<file path="config.mk">
export PLATFORM = sky130hd
export DESIGN_NAME = store_buffer_dmem
export DESIGN_NICKNAME = d
export VERILOG_FILES = /design/src/rtl/store_buffer_dmem_pkg.sv /design/src/rtl/sb_match_prio.sv /design/src/rtl/store_buffer_dmem.sv
export SDC_FILE = /design/constraint.sdc
export NUM_CORES = 1
export LEC_CHECK = 0
export CAP_MARGIN = 5
export CORE_MARGIN = 4
export CORE_UTILIZATION = 46
export CTS_CLUSTER_SIZE = 20
export DETAILED_ROUTE_END_ITERATION = 16
export HOLD_SLACK_MARGIN = 0.02
export PLACE_DENSITY = 0.73
export SYNTH_ARGS = -nofsm -noshare
export SYNTH_HDL_FRONTEND = slang
export SYNTH_HIERARCHICAL = 1
export SYNTH_SLANG_ARGS = --single-unit
</file>
<file path="constraint.sdc">
create_clock -name clk -period 9.5 [get_ports clk]
set_clock_uncertainty 0.05 [all_clocks]
set_input_delay 2.375 -clock clk [delete_from_list [all_inputs] [get_ports clk]]
set_output_delay 2.375 -clock clk [all_outputs]
set_load 0.01 [all_outputs]
</file>
<file path="src/rtl/store_buffer_dmem_pkg.sv">
// store_buffer_dmem_pkg: shared widths and entry layout for the data-memory store buffer.
package store_buffer_dmem_pkg;
    localparam int XLEN = 32;
    localparam int WORD_LSB = 2;
    typedef struct packed {
        logic [XLEN-1:0] addr;
        logic [XLEN-1:0] data;
    } sb_entry_t;
endpackage

</file>
<file path="src/rtl/sb_match_prio.sv">
// sb_match_prio: DEPTH-way word-address compare; with STORE_FWD_EN also returns the youngest hit's data.
module sb_match_prio #(
    parameter int DEPTH = 4,
    parameter int WW = 30
`ifdef STORE_FWD_EN
    , parameter int DW = 32
`endif
) (
    input  logic [WW-1:0]            wa_i,
    input  logic [DEPTH-1:0]         vld_i,
    input  logic [DEPTH-1:0][WW-1:0] ent_wa_i,
`ifdef STORE_FWD_EN
    input  logic [DEPTH-1:0][DW-1:0] ent_data_i,
    input  logic [$clog2(DEPTH)-1:0] tail_i,
    output logic [DW-1:0]            hit_data_o,
`endif
    output logic                     any_hit_o
);
    logic [DEPTH-1:0] hit;
    always_comb begin
        hit = '0;
        for (int i = 0; i < DEPTH; i++) hit[i] = vld_i[i] && ent_wa_i[i] == wa_i;
    end
    assign any_hit_o = |hit;
`ifdef STORE_FWD_EN
    localparam int PW = $clog2(DEPTH);
    logic [PW-1:0] idx;
    // Walk oldest to youngest (tail-DEPTH .. tail-1) so the youngest hit wins.
    always_comb begin
        hit_data_o = '0;
        idx = '0;
        for (int k = DEPTH; k >= 1; k--) begin
            idx = tail_i - PW'(k);
            if (hit[idx]) hit_data_o = ent_data_i[idx];
        end
    end
`endif
endmodule

</file>
<file path="src/rtl/store_buffer_dmem.sv">
// store_buffer_dmem: DEPTH-entry store FIFO draining to a valid/ready write port; loads read memory.
// STORE_FWD_EN: forward youngest matching buffered store to ReadData instead of stalling on a hit.
module store_buffer_dmem
    import store_buffer_dmem_pkg::*;
#(
    parameter int DEPTH = 4,
    parameter int AW = XLEN,
    parameter int DW = XLEN
) (
    input  logic          clk,
    input  logic          reset,
    input  logic          MemWrite,
    input  logic [AW-1:0] ALUResult,
    input  logic [DW-1:0] WriteData,
    output logic [DW-1:0] ReadData,
    output logic          Stall,
    output logic [AW-1:0] mem_raddr,
    input  logic [DW-1:0] mem_rdata,
    output logic          bus_wvalid,
    input  logic          bus_wready,
    output logic [AW-1:0] bus_waddr,
    output logic [DW-1:0] bus_wdata
);
    localparam int PW = $clog2(DEPTH);
    localparam int WW = AW - WORD_LSB;
    logic [PW-1:0] head_q, head_d, tail_q, tail_d;
    logic [PW:0] cnt_q, cnt_d;
    logic [DEPTH-1:0] vld_q, vld_d;
    logic [DEPTH-1:0][AW-1:0] addr_q;
    logic [DEPTH-1:0][DW-1:0] data_q;
    logic [DEPTH-1:0][WW-1:0] ent_wa;
    logic push, pop, full, any_hit;
    assign full = cnt_q == (PW+1)'(DEPTH);
    assign bus_wvalid = cnt_q != '0;
    assign pop = bus_wvalid && bus_wready;
    // Full check uses the pre-pop count: no same-cycle dequeue bypass.
    assign push = MemWrite && !full;
    assign bus_waddr = addr_q[head_q];
    assign bus_wdata = data_q[head_q];
    assign mem_raddr = ALUResult;
    always_comb begin
        ent_wa = '0;
        for (int i = 0; i < DEPTH; i++) ent_wa[i] = addr_q[i][AW-1:WORD_LSB];
    end
`ifdef STORE_FWD_EN
    logic [DW-1:0] hit_data;
    sb_match_prio #(.DEPTH(DEPTH), .WW(WW), .DW(DW)) u_match (
        .wa_i(ALUResult[AW-1:WORD_LSB]),
        .vld_i(vld_q),
        .ent_wa_i(ent_wa),
        .ent_data_i(data_q),
        .tail_i(tail_q),
        .hit_data_o(hit_data),
        .any_hit_o(any_hit)
    );
    assign ReadData = any_hit ? hit_data : mem_rdata;
    assign Stall = MemWrite && full;
`else
    sb_match_prio #(.DEPTH(DEPTH), .WW(WW)) u_match (
        .wa_i(ALUResult[AW-1:WORD_LSB]),
        .vld_i(vld_q),
        .ent_wa_i(ent_wa),
        .any_hit_o(any_hit)
    );
    assign ReadData = mem_rdata;
    assign Stall = MemWrite ? full : any_hit;
`endif
    always_comb begin
        head_d = head_q + PW'(pop);
        tail_d = tail_q + PW'(push);
        cnt_d = cnt_q + (PW+1)'(push) - (PW+1)'(pop);
        vld_d = vld_q;
        if (pop) vld_d[head_q] = 1'b0;
        if (push) vld_d[tail_q] = 1'b1;
    end
    always_ff @(posedge clk) begin
        if (reset) begin
            head_q <= '0;
            tail_q <= '0;
            cnt_q <= '0;
            vld_q <= '0;
        end else begin
            head_q <= head_d;
            tail_q <= tail_d;
            cnt_q <= cnt_d;
            vld_q <= vld_d;
        end
    end
    always_ff @(posedge clk) begin
        if (push && !reset) begin
            addr_q[tail_q] <= ALUResult;
            data_q[tail_q] <= WriteData;
        end
    end
endmodule
</file>
==> results.yml <==
status:
  run_status: "completed"
global_route:
  grt_pass1_wl_mm: 37.9
  grt_pass1_vias: 6275
  grt_max_degree: 55
  grt-ovfl-total: 0
  grt_use_total_pct: 17.5
  antenna_found_initial: 0
synth:
  syn_area_per_cell_um2: 18.6
  synth_top_family_by_area: "multiplexers"
  synth_area_leader_cell: "edfxtp_1"
  synthTopCellsByArea: "edfxtp_1, mux4_2, xnor2_1"
  yosysWarnings: 6
  ys.flop_type: "edfxtp_1"
  postSynthCellCount: 620
  synth_compound_area_share_pct: 0.660
  synth-adder-area-share_pct: 0.390
  synth_seq_cells: 267
  synth_edf_count: 256
  yosysSeqAreaShare_pct: 68.4
  synth_nets: 723
  synthDominantCellAreaShare_pct: 66.5
  synth_cell_types: 32
  async_flop_share_pct: 0
  synth_xor_area_share_pct: 9.55
  synth_simple_gate_area_share_pct: 3.10
  syn_area_mm2: 0.0116
  muxShareOfSynthArea_pct: 12.5
drt:
  routed_wirelength_mm: 25.0
  drtIter0Drc: 402
  ant_nets: 0
  routedWlPerCell_um: 23.1
  vias: 5870
  firstDrtPassIters: 7
  route.detailed.drc: 0
  via_per_inst: 5.44
power_and_ir_drop:
  switching_share_pct: 25.1
  seq_power_share_pct: 43.9
  cellLeakagePower_nw: 4.35
  power.switching_uw: 825
  ir_worst_vdd_uv: 176
  powerDensity_mw_per_mm2: 235
  power_mw: 3.28
  clkPwrFrac_pct: 32.4
  comb_power_share_pct: 23.7
  internal-power_mw: 2.46
layout:
  drive_gt1_share_pct: 15.5
  n_antenna_cell: 0
  area.growth.synth_to_final_pct: 21.1
  final_common_cell: "edfxtp_1"
  fin_cells: 1080
  final.fill_count: 1920
  fin_nets: 838
  layout_common_cells: "edfxtp_1, clkdlybuf4s50_1, xnor2_1, mux4_2, xor2_1"
flow_run:
  maxCapViolations: 0
timing:
  grt_setup_unrepaired: "false"
  post-route-min-period_ps: 7560
  tightest_slew_ps: 1170
  setup_viol: 0
  relSlewSlack_pct: 21.5
  finalSetupTns_ps: 0
  fin_crit_sh_pct: 79.6
  max_freq_mhz: 132
  fin_ws_ps: 1940
  slew_viol_final: 0
  final-hold-violation-count: 0
clocking:
  holdBufCountCts: 0
  htree_levels: 1
  root_buffer: "clkbuf_16"
  max-clock-path-buffers: 3
  postCtsSetupBuffers: 0
  cts_tree: "built"
  insertion_delay_ps: 530
  cts_resized: 0
  cts_made_buffers: 27
  clkTransAtPathRegs_ps: 60
  clock-sinks: 267
placement:
  dp_slack_ps: 1990
  place_congestion: 0.846
  place_inst: 1030
  dp_hpwl_mm: 16.3
  io_buffers: 165
die:
  std_cell_rows: 57
  die-area_mm2: 0.0277
  io-pin-count: 230
  die_y_um: 167
  fp.dieW_um: 167
  initial_core_util_pct: 47.1
  coreArea_mm2: 0.0245
setup_path:
  path_max_fanout: 9
  end_kind: "output port"
  worstPathArrival_ps: 5140
  crit_type: "input port to output port"
  start_kind: "input port"
  crit_required_ps: 7080
  ff2ff_setup_slack_ps: 6220
hold_path:
  hold_class: "flip-flop to flip-flop"
[area by class of cell]
cell class | instances | area [um2] | share of cell area [%]
Clock buffer | 45 | 823 | 5.88
Inverter | 3 | 11.3 | 0.0805
Sequential cell | 267 | 7910 | 56.6
Tap cell | 324 | 405 | 2.90
Clock inverter | 5 | 90.1 | 0.644
Multi-Input combinational cell | 265 | 3050 | 21.8
Timing Repair Buffer | 171 | 1700 | 12.1
[per-stage QoR]
stage	utilization (%)	instance area, um2	hold WS [ps]
after global routing	57.0	14000	497
after CTS	57.0	14000	477
after floorplan	-	11600	418
after detailed placement	53.3	13100	468
final	57.0	14000	471
after global placement	53.3	13100	470
[power groups by stage]
stage                     Sequential, mW  Clock [mW]  Combinational [mW]
after floorplan                     1.43           0               0.476
after global placement              1.46           0               0.782
after detailed placement            1.47           0               0.790
after CTS                           1.45        1.09               0.795
after global routing                1.45        1.15               0.831
final                               1.44        1.06               0.778
[logic make-up after synthesis]
kind of cell | after synthesis
AOI/OAI and AO/OA | 10
xor gates and xnor gates | 126
adders and majority gates | 3
buffers and inverters | 88
DFF | 267
muxes | 64
and+or+nand+nor | 62
[state kept, by name, summed over array words and instances (netlist names)]
register / cells
addr_q: 128
data_q: 128
vld_q: 4
cnt_q: 3
head_q: 2
tail_q: 2
[cell usage after synthesis, types with 2 or more instances]
cell,instances
buf_6,5
edfxtp_1,256
buf_2,9
o21ai_1,2
buf_1,3
nor2b_1,2
inv_1,3
nor2_1,11
buf_4,65
mux4_2,64
xnor2_1,80
ha_1,2
nand4_1,25
xor2_1,46
dfxtp_1,11
clkbuf_2,2
nand2b_1,2
o311ai_0,2
o211ai_1,2
nor4_1,16
[final timing paths]
check,startpoint,to,cells after the start
min,vld_q[1],vld_q[1],2
min reg2reg,vld_q[1],vld_q[1],2
max,ALUResult[2],Stall,9
max reg2reg,cnt_q[1],addr_q[19],4
[metal layers]
metal  share of wire, %  vias to the layer above  global-route usage [%]
met5                  0                        -                       0
met4                2.4                        0                    4.34
met3                9.0                       50                    5.14
met2                 48                      237                    28.5
met1                 40                     2980                    23.6
li1                   -                     2603                       -
[worst max-delay path, stage by stage]
cell	delay, ps
clkdlybuf4s50_1	620
xnor2_1	420
nand4_1	190
nor4_1	450
nand4_1	130
nand4_1	200
nor2_1	80
nor2_1	120
clkdlybuf4s50_1	560
(Power assumes the default switching activity.)
